$ cat src/rtl/obg_frame_gen.sv
// ---------------------------------------------------------------------------
// obg_frame_gen
//   Original-bits generator for the OFDM TX chain. Serialises the 24-bit
//   SIGNAL field and then emits the PSDU payload, DW bits per beat, under a
//   valid/ready handshake. Payload is either an internal PRBS (x^7+x^4+1,
//   reseeded at every frame start) or an external byte stream through a
//   one-byte holding register.
//
// Ports
//   clk, rst        clock; synchronous active-high reset
//   di_len          PSDU length in bytes (0 = SIGNAL only)
//   di_rate         RATE field
//   di_mode         0 = PRBS payload, 1 = external payload bytes
//   di_vld/di_rdy   frame request handshake (di_rdy high only in IDLE)
//   pld_di          external payload byte, LSB sent first
//   pld_di_vld/rdy  external byte handshake (pld_di_rdy is combinational)
//   do_dat          output bits, do_dat[0] earliest in time
//   do_vld/do_rdy   output beat handshake
//   do_sig          beat belongs to the SIGNAL field
//   do_sof          first SIGNAL beat
//   do_eof          last beat of the frame
//   done            one-cycle pulse after the last beat transfers
// ---------------------------------------------------------------------------
module obg_frame_gen #(
    parameter int unsigned DW        = 1,
    parameter int unsigned LEN_W     = 12,
    parameter logic [6:0]  PRBS_SEED = 7'h7F
) (
    input  logic             clk,
    input  logic             rst,
    input  logic [LEN_W-1:0] di_len,
    input  logic [3:0]       di_rate,
    input  logic             di_mode,
    input  logic             di_vld,
    output logic             di_rdy,
    input  logic [7:0]       pld_di,
    input  logic             pld_di_vld,
    output logic             pld_di_rdy,
    output logic [DW-1:0]    do_dat,
    output logic             do_vld,
    input  logic             do_rdy,
    output logic             do_sig,
    output logic             do_sof,
    output logic             do_eof,
    output logic             done
);

    localparam int unsigned DW_LOG    = $clog2(DW);
    localparam int unsigned SIG_BEATS = 24 / DW;
    localparam int unsigned BPB       = 8 / DW;
    localparam int unsigned CW        = LEN_W + 3;
    localparam logic [2:0]  SUB_LAST  = 3'(BPB - 1);

    typedef enum logic [1:0] {
        ST_IDLE,
        ST_SIG,
        ST_PLD,
        ST_DONE
    } state_t;

    state_t           state;
    logic [LEN_W-1:0] len_q;
    logic             mode_q;
    logic [23:0]      sig_sr;
    logic [4:0]       sig_idx;
    logic [CW-1:0]    pld_cnt;
    logic [LEN_W-1:0] byte_cnt;
    logic [7:0]       byte_sr;
    logic [2:0]       sub_cnt;
    logic [6:0]       lfsr;

    logic [11:0]      len12_c;
    logic [23:0]      sig_word_c;
    logic [CW-1:0]    total_beats_c;
    logic             pld_last_c;
    logic [DW-1:0]    prbs_bits_c;
    logic [6:0]       lfsr_nxt_c;
    logic             byte_take_c;

    // SIGNAL word built from the live request inputs; latched into sig_sr on accept
    always_comb begin
        len12_c    = 12'(di_len);
        sig_word_c = {6'b0, ^{len12_c, 1'b0, di_rate}, len12_c, 1'b0, di_rate};
    end

    // Payload beat count and "beat being loaded is the last one"
    always_comb begin
        total_beats_c = CW'({len_q, 3'b000} >> DW_LOG);
        pld_last_c    = (pld_cnt == total_beats_c - CW'(1));
    end

    // Next DW PRBS bits and the LFSR state after them
    always_comb begin
        logic [6:0] s;
        s           = lfsr;
        prbs_bits_c = '0;
        for (int i = 0; i < int'(DW); i++) begin
            prbs_bits_c[i] = s[6] ^ s[3];
            s              = {s[5:0], prbs_bits_c[i]};
        end
        lfsr_nxt_c = s;
    end

    // Holding register can take a byte when empty or when its last beat leaves now
    assign pld_di_rdy  = (state == ST_PLD) && mode_q && (byte_cnt < len_q) &&
                         (!do_vld || (do_rdy && (sub_cnt == SUB_LAST)));
    assign byte_take_c = pld_di_vld && pld_di_rdy;

    // Frame FSM; output registers always hold the beat currently offered
    always_ff @(posedge clk) begin
        if (rst) begin
            state    <= ST_IDLE;
            di_rdy   <= 1'b0;
            do_vld   <= 1'b0;
            do_dat   <= '0;
            do_sig   <= 1'b0;
            do_sof   <= 1'b0;
            do_eof   <= 1'b0;
            done     <= 1'b0;
            lfsr     <= PRBS_SEED;
            len_q    <= '0;
            mode_q   <= 1'b0;
            sig_sr   <= '0;
            sig_idx  <= '0;
            pld_cnt  <= '0;
            byte_cnt <= '0;
            byte_sr  <= '0;
            sub_cnt  <= '0;
        end else begin
            done <= 1'b0;
            case (state)
                ST_IDLE: begin
                    di_rdy <= 1'b1;
                    if (di_vld && di_rdy) begin
                        state    <= ST_SIG;
                        di_rdy   <= 1'b0;
                        len_q    <= di_len;
                        mode_q   <= di_mode;
                        lfsr     <= PRBS_SEED;
                        do_vld   <= 1'b1;
                        do_dat   <= sig_word_c[DW-1:0];
                        sig_sr   <= sig_word_c >> DW;
                        do_sig   <= 1'b1;
                        do_sof   <= 1'b1;
                        do_eof   <= 1'b0;
                        sig_idx  <= '0;
                        pld_cnt  <= '0;
                        byte_cnt <= '0;
                        sub_cnt  <= '0;
                    end
                end

                ST_SIG: begin
                    if (do_rdy) begin
                        do_sof <= 1'b0;
                        if (sig_idx == 5'(SIG_BEATS - 1)) begin
                            do_sig <= 1'b0;
                            if (len_q == '0) begin
                                state  <= ST_DONE;
                                done   <= 1'b1;
                                do_vld <= 1'b0;
                                do_eof <= 1'b0;
                                do_dat <= '0;
                            end else begin
                                state <= ST_PLD;
                                if (mode_q) begin
                                    // wait for the first external byte
                                    do_vld <= 1'b0;
                                    do_eof <= 1'b0;
                                end else begin
                                    do_vld  <= 1'b1;
                                    do_dat  <= prbs_bits_c;
                                    lfsr    <= lfsr_nxt_c;
                                    do_eof  <= (total_beats_c == CW'(1));
                                    pld_cnt <= CW'(1);
                                end
                            end
                        end else begin
                            sig_idx <= sig_idx + 5'd1;
                            do_dat  <= sig_sr[DW-1:0];
                            sig_sr  <= sig_sr >> DW;
                            do_eof  <= (sig_idx == 5'(SIG_BEATS - 2)) && (len_q == '0);
                        end
                    end
                end

                ST_PLD: begin
                    if (do_vld && do_rdy && do_eof) begin
                        state  <= ST_DONE;
                        done   <= 1'b1;
                        do_vld <= 1'b0;
                        do_eof <= 1'b0;
                        do_dat <= '0;
                    end else if (byte_take_c) begin
                        do_vld   <= 1'b1;
                        do_dat   <= pld_di[DW-1:0];
                        byte_sr  <= pld_di >> DW;
                        sub_cnt  <= '0;
                        byte_cnt <= byte_cnt + LEN_W'(1);
                        do_eof   <= pld_last_c;
                        pld_cnt  <= pld_cnt + CW'(1);
                    end else if (do_vld && do_rdy) begin
                        if (!mode_q) begin
                            do_dat  <= prbs_bits_c;
                            lfsr    <= lfsr_nxt_c;
                            do_eof  <= pld_last_c;
                            pld_cnt <= pld_cnt + CW'(1);
                        end else if (sub_cnt != SUB_LAST) begin
                            do_dat  <= byte_sr[DW-1:0];
                            byte_sr <= byte_sr >> DW;
                            sub_cnt <= sub_cnt + 3'd1;
                            do_eof  <= pld_last_c;
                            pld_cnt <= pld_cnt + CW'(1);
                        end else begin
                            // byte drained and no new one offered: bubble
                            do_vld <= 1'b0;
                        end
                    end
                end

                ST_DONE: begin
                    state  <= ST_IDLE;
                    di_rdy <= 1'b1;
                end

                default: state <= ST_IDLE;
            endcase
        end
    end

endmodule

$ cat config.mk
export PLATFORM = sky130hd
export DESIGN_NAME = obg_frame_gen
export DESIGN_NICKNAME = d
export VERILOG_FILES = /design/src/rtl/obg_frame_gen.sv
export SDC_FILE = /design/constraint.sdc
export NUM_CORES = 1
export LEC_CHECK = 0
export BUFFER_PORTS_ARGS = -buffer_cell sky130_fd_sc_hd__buf_2
export CORE_MARGIN = 2
export CORE_UTILIZATION = 35
export CTS_BUF_LIST = sky130_fd_sc_hd__clkbuf_8
export DETAILED_ROUTE_END_ITERATION = 10
export PLACE_DENSITY_LB_ADDON = 0.2
export SLEW_MARGIN = 15
export SYNTH_ARGS = -nofsm -noshare
export SYNTH_HDL_FRONTEND = slang
export SYNTH_SLANG_ARGS = --single-unit
$ cat constraint.sdc
create_clock -name clk -period 4.1 [get_ports clk]
set_clock_uncertainty 0.05 [all_clocks]
set_input_delay 0.82 -clock clk [delete_from_list [all_inputs] [get_ports clk]]
set_output_delay 0.82 -clock clk [all_outputs]
set_load 0.02 [all_outputs]
== Yosys cells after proc, flatten, opt, wreduce, memory -nomap -nowiden ==
Index checks and enable logic that the tools add are counted.

* Bits in registers: 96
* Bits in latches: 0
* Bits in writable memories: 0
* Bits in read-only memories: 0
* Bits of input ports: 30
* Output and inout port bits: 8
* Word-level logic and storage cells: 179
* Memories: 0

* Add/sub/neg operators: 5
* Multipliers: 0
* Div/mod/pow operators: 0
* $lt $le $gt $ge: 1
* Equality and inequality tests: 28
* Shifts and indexed selects: 0
* Mux-type cells: 92
* Bitwise gates (word level): 2
* Reductions and logical operators: 34

{| class="wikitable"
|+ Operators by type and width
! kind !! number
|-
| $mux W15 || 10
|-
| $mux W24 || 3
|-
| $mux W7 || 8
|-
| $pmux W24 S2 || 1
|-
| $pmux W15 S3 || 1
|-
| $mux W1 || 37
|-
| $mux W12 || 3
|-
| $mux W8 || 4
|-
| $pmux W12 S2 || 1
|-
| $pmux W7 S3 || 1
|-
| $mux W3 || 6
|-
| $ne A2 B2 Y1 const B || 9
|-
| $reduce_xor A17 Y1 || 1
|-
| $reduce_and A4 Y1 || 4
|-
| $add A15 B1 Y15 const B || 1
|-
| $eq A15 B15 Y1 || 1
|-
| $mux W5 || 3
|-
| $sub A15 B1 Y15 const B || 1
|-
| $add A12 B1 Y12 const B || 1
|-
| $logic_not A12 Y1 || 1
|-
| $lt A12 B12 Y1 || 1
|-
| $reduce_and A6 Y1 || 2
|-
| $reduce_bool A2 Y1 || 6
|-
| $eq A5 B5 Y1 const B || 2
|-
| other kinds (31) || 54
|}

== Longest topological paths before layout ==
* Depth after elaboration: 8
* Mapped depth: 12
* Gate-level depth less buffers: 9

== Worst setup path after synthesis ==
OpenSTA, ideal clock, no wires.

* Kind: register to register
* Start point: register len_q[9]
* End point: register pld_cnt[11]
* Setup time: 0.117 ns
* Arrival time: 2.589 ns
* Required time: 3.933 ns
* Path slack: 1.344 ns
* Cell stages (with the launch flop): 13
* Buffers on the path: 3
* Clock period less this slack: 2.756 ns
* Cell sequence: dfxtp_1 clkbuf_1 inv_1 ha_1 nand4_2 o22ai_1 a2111oi_4 o311ai_2 a21o_1 buf_4 o21bai_1 buf_2 nor2_1

* Cells in the longest elaborated chain, start to end: 7
* Elaborated cells on any way between the ends: 12
* Classes of those cells: order compare: 1; eq/ne: 3; mux: 3; reduce/logical: 5

{| class="wikitable"
|+ Ends and longest elaborated chain
! item !! RTL line !! source
|-
| start, declared || 62 || <nowiki>logic [LEN_W-1:0] len_q;</nowiki>
|-
| start signal, assigned || 137 || <nowiki>len_q <= di_len;</nowiki>
|-
| $lt A12 B12 Y1 || 105 || <nowiki>assign pld_di_rdy = (state == ST_PLD) && mode_q && (byte_cnt < len_q) &&</nowiki>
|-
| $logic_and A1 B1 Y1 (2 in a row) || 105 ||
|-
| $logic_and A1 B1 Y1 || 107 || <nowiki>assign byte_take_c = pld_di_vld && pld_di_rdy;</nowiki>
|-
| $mux W15 || 194 || <nowiki>end else if (byte_take_c) begin</nowiki>
|-
| $mux W15 || 188 || <nowiki>if (do_vld && do_rdy && do_eof) begin</nowiki>
|-
| $pmux W15 S3 || 131 || <nowiki>case (state)</nowiki>
|-
| end signal, assigned || 201 || <nowiki>pld_cnt <= pld_cnt + CW'(1);</nowiki>
|-
| end signal, assigned || 207 || <nowiki>pld_cnt <= pld_cnt + CW'(1);</nowiki>
|-
| end signal, assigned || 213 || <nowiki>pld_cnt <= pld_cnt + CW'(1);</nowiki>
|-
| end, declared || 66 || <nowiki>logic [CW-1:0] pld_cnt;</nowiki>
|}

Several ways; a longest one is shown, not always the timed one. The select of a mux whose other input is x is not followed.
A chain may end at the register's enable or synchronous reset.

== Final worst setup path ==
* Start point: register len_q[10]
* End point: register byte_sr[1]

* Cells in the longest elaborated chain, start to end: 6
* Elaborated cells on any way between the ends: 9
* Classes of those cells: order compare: 1; mux: 1; reduce/logical: 7

{| class="wikitable"
|+ Ends and longest elaborated chain
! item !! RTL line !! source
|-
| $lt A12 B12 Y1 * || 105 ||
|-
| $logic_and A1 B1 Y1 * (2 in a row) || 105 ||
|-
| $logic_and A1 B1 Y1 * || 107 ||
|-
| $reduce_bool A2 Y1 (no source line) || -- ||
|-
| $reduce_and A5 Y1 (no source line) || -- ||
|-
| end signal, assigned || 197 || <nowiki>byte_sr <= pld_di >> DW;</nowiki>
|-
| end signal, assigned || 210 || <nowiki>byte_sr <= byte_sr >> DW;</nowiki>
|-
| end, declared || 68 || <nowiki>logic [7:0] byte_sr;</nowiki>
|}

Every way passes the cells marked *; elsewhere a longest branch is shown, timed or not.

==> impl_metrics.csv <==
group,metric,value,unit
final_layout,fillers,1468,
final_layout,seq_area,1760,um^2
cts,cts_made_buffers,9,
yosys,syn_nets,670,
global_route,grt_pass1_wl,21100,um
run,cap_violations,0,
setup_path,crit_fanout,25,
setup_path,crit_family,"compound AO/OA/AOI/OAI gates",
power,power.leakage,0.00198,uW
floorplanning,die_area,15400,um^2
cts,cts_root_buffer,"clkbuf_8",
setup_path,crit_buf_inv,2,
floorplanning,io_pins,38,
setup_path,arrival,3.54,ns
yosys,ys_ff_latch,88,
status,outcome,"finished, final reports clean",
power,clkPwrFrac,21.0,%
global_route,grt_max_degree,34,
detailed_routing,routedWlPerCell,15.5,um
floorplanning,rows,43,
setup_path,end_kind,"register",
yosys,synth_area,5050,um^2
detailed_routing,ant_nets,0,
detailed_routing,via_per_inst,5.42,
setup_path,critical_path_class,"register to register",
sta,setup_ws,0.785,ns
yosys,synth_edf_count,0,
power,swShare,40.1,%
sta,rsz0062_at_grt,"false",
setup_path,critPathSlowestCell,"a21oi_1",
cts,cts_tree,"yes",
cts,htreeDepth,3,
final_layout,nets,693,
power,switchingPower,1170,uW
yosys,postSynthAreaPerCell,8.18,um^2
yosys,ys_warn_count,0,
hold_path,hold_path.class,"register to register",
yosys,synth-async-reset-ratio,0,%
global_route,grt_pass1_vias,4217,
sta,setup_violations,0,
yosys,ys_types,60,
final_layout,drive_gt1_share,10.6,%
detailed_routing,vias,4470,
power,vdd.ir_drop.worst,0.256,mV
floorplanning,initial_core_util,36.1,%
place,port_buffers,37,
sta,tns,0,ns
cts,cts_setup_buffers,0,
sta,tightest_slew,0.899,ns
sta,maxSlewViolCount,0,
sta,finalHoldViolCount,0,
detailed_routing,firstDrtPassIters,5,
setup_path,cpPeakStageDelay,0.73,ns
cts,cts_hold_buffers,0,
yosys,syn_inst,617,
global_route,grt_overflow,0,
final_layout,multiInputGateArea,3070,um^2
cts,clkTransAtPathRegs,0.09,ns
place,gp_congestion,0.867,
yosys,synth_flop_cell,"dfxtp_1",
cts,clkSinkCount,88,
detailed_routing,drt-total-wl,12800,um
sta,relSlewSlack,40.0,%
detailed_routing,drc,0,
detailed_routing,drt_iter0_drc,284,
floorplanning,die_x,124,um
setup_path,path_cells,"inv_1, ha_1, nand4_2, o22ai_1, a2111oi_4, o311ai_2, buf_4, a21oi_1, nor2_1, a311oi_1",
yosys,yosysSeqAreaShare,34.9,%
floorplanning,coreArea,14000,um^2
sta,max_freq,302,MHz
place,dp_hpwl,9510,um
final_layout,antenna_cells,0,
final_layout,syn_to_final_growth,10.6,%
global_route,antenna_found_initial,0,
global_route,grt_usage,17.6,%
sta,period_share,80.9,%
power,combPwrFrac,42.2,%
cts,cts_max_path_buffers,2,
power,p_per_area,523,nW/um^2
setup_path,worstPathRequired,4.33,ns
cts,insertion_delay,0.38,ns
power,p_int,1750,uW
setup_path,startpoint_type,"register",
floorplanning,die_h,124,um
place,dp_slack,0.737,ns
power,seq_power_share,36.9,%
cts,ctsResizeCount,0,
final_layout,utilization,39.9,%
sta,finalCriticalPeriod,3.31,ns
layer usage:
layer,part of all wire (%),track usage [%]
met1,49,23.7
met4,1.1,4.92
met3,3.8,3.53
met5,0,0
met2,46,28.6
cells by family (layout without fill, tap and decap cells):
kind of cell / Yosys count / in the layout / synth area share, %
simple gates: 241 / 241 / 23.7
compound gates: 143 / 143 / 19.5
flops: 88 / 88 / 34.9
buf+inv: 57 / 84 / 4.41
xor+xnor: 45 / 45 / 7.81
fa+ha+maj: 23 / 23 / 5.70
mux: 20 / 20 / 3.99
cell usage after synthesis, types with 12 or more instances:
cell | n | area [um^2]
nand3_1 | 17 | 85.1
mux2i_1 | 19 | 190
xnor2_1 | 32 | 280
xor2_1 | 13 | 114
a211oi_1 | 26 | 195
inv_1 | 25 | 93.8
nor2_1 | 66 | 248
ha_1 | 23 | 288
clkbuf_1 | 25 | 93.8
dfxtp_1 | 88 | 1760
a21oi_1 | 45 | 225
nor3_1 | 12 | 60.1
o21ai_0 | 12 | 60.1
nand2_1 | 70 | 263
path summary, 6_finish.rpt:
path         cells after the start         end  slack (ns)        from
max                             10  byte_sr[1]        0.79   len_q[10]
min                              2  byte_sr[6]        0.43  byte_sr[6]
max reg2reg                     10  byte_sr[1]        0.79   len_q[10]
min reg2reg                      2  byte_sr[6]        0.43  byte_sr[6]
sequential cells by signal (all words and copies together), names as in the netlist:
signal,flops
sub_cnt,3
mode_q,1
sig_idx,5
do_sig,1
state,2
done,1
do_eof,1
len_q,12
lfsr,7
byte_sr,7
do_dat,1
sig_sr,17
pld_cnt,15
di_rdy,1
byte_cnt,12
do_sof,1
do_vld,1
area by class of cell:
cell class	count	share of cell area, %
clock buffer	11	2.71
clock inverter	4	0.829
inverter	25	1.68
multi-input combinational	472	54.9
sequential	88	31.6
tap	180	4.03
timing repair buffer	44	4.26
worst register-to-register path, cell delays in order, from the launching register on:
cell       delay, ns
dfxtp_1         0.48
inv_1           0.09
ha_1            0.32
nand4_2         0.14
o22ai_1         0.13
a2111oi_4       0.41
o311ai_2        0.19
buf_4           0.26
a21oi_1         0.73
nor2_1          0.10
a311oi_1        0.31
power groups by stage:
stage          registers, uW  logic (uW)  clock network (uW)
2_1_floorplan           1080         958                   0
3_3_place_gp            1090        1220                   0
3_5_place_dp            1100        1230                   0
4_1_cts                 1080        1240                 635
5_1_grt                 1090        1380                 665
6_report                1080        1230                 612
metrics by stage:
step,hold slack (ns),instance area (um^2),cells,power (uW)
4_1_cts,0.434,5580,824,2950
3_3_place_gp,0.407,5390,809,2310
3_5_place_dp,0.420,5390,809,2330
6_report,0.427,5580,824,2920
2_1_floorplan,0.396,5050,617,2040
5_1_grt,0.452,5580,824,3140
cells in the final DEF, fill, tap and decap left out, types with 12 or more instances in the layout:
cell      synthesis  routed
nand3_1          17      17
a21oi_1          45      45
dfxtp_1          88      88
xnor2_1          32      32
ha_1             23      23
nor2_1           66      66
xor2_1           13      13
inv_1            25      27
o21ai_0          12      12
mux2i_1          19      19
nand2_1          70      70
a211oi_1         26      26
buf_2             4      37
(Power assumes the default switching activity.)
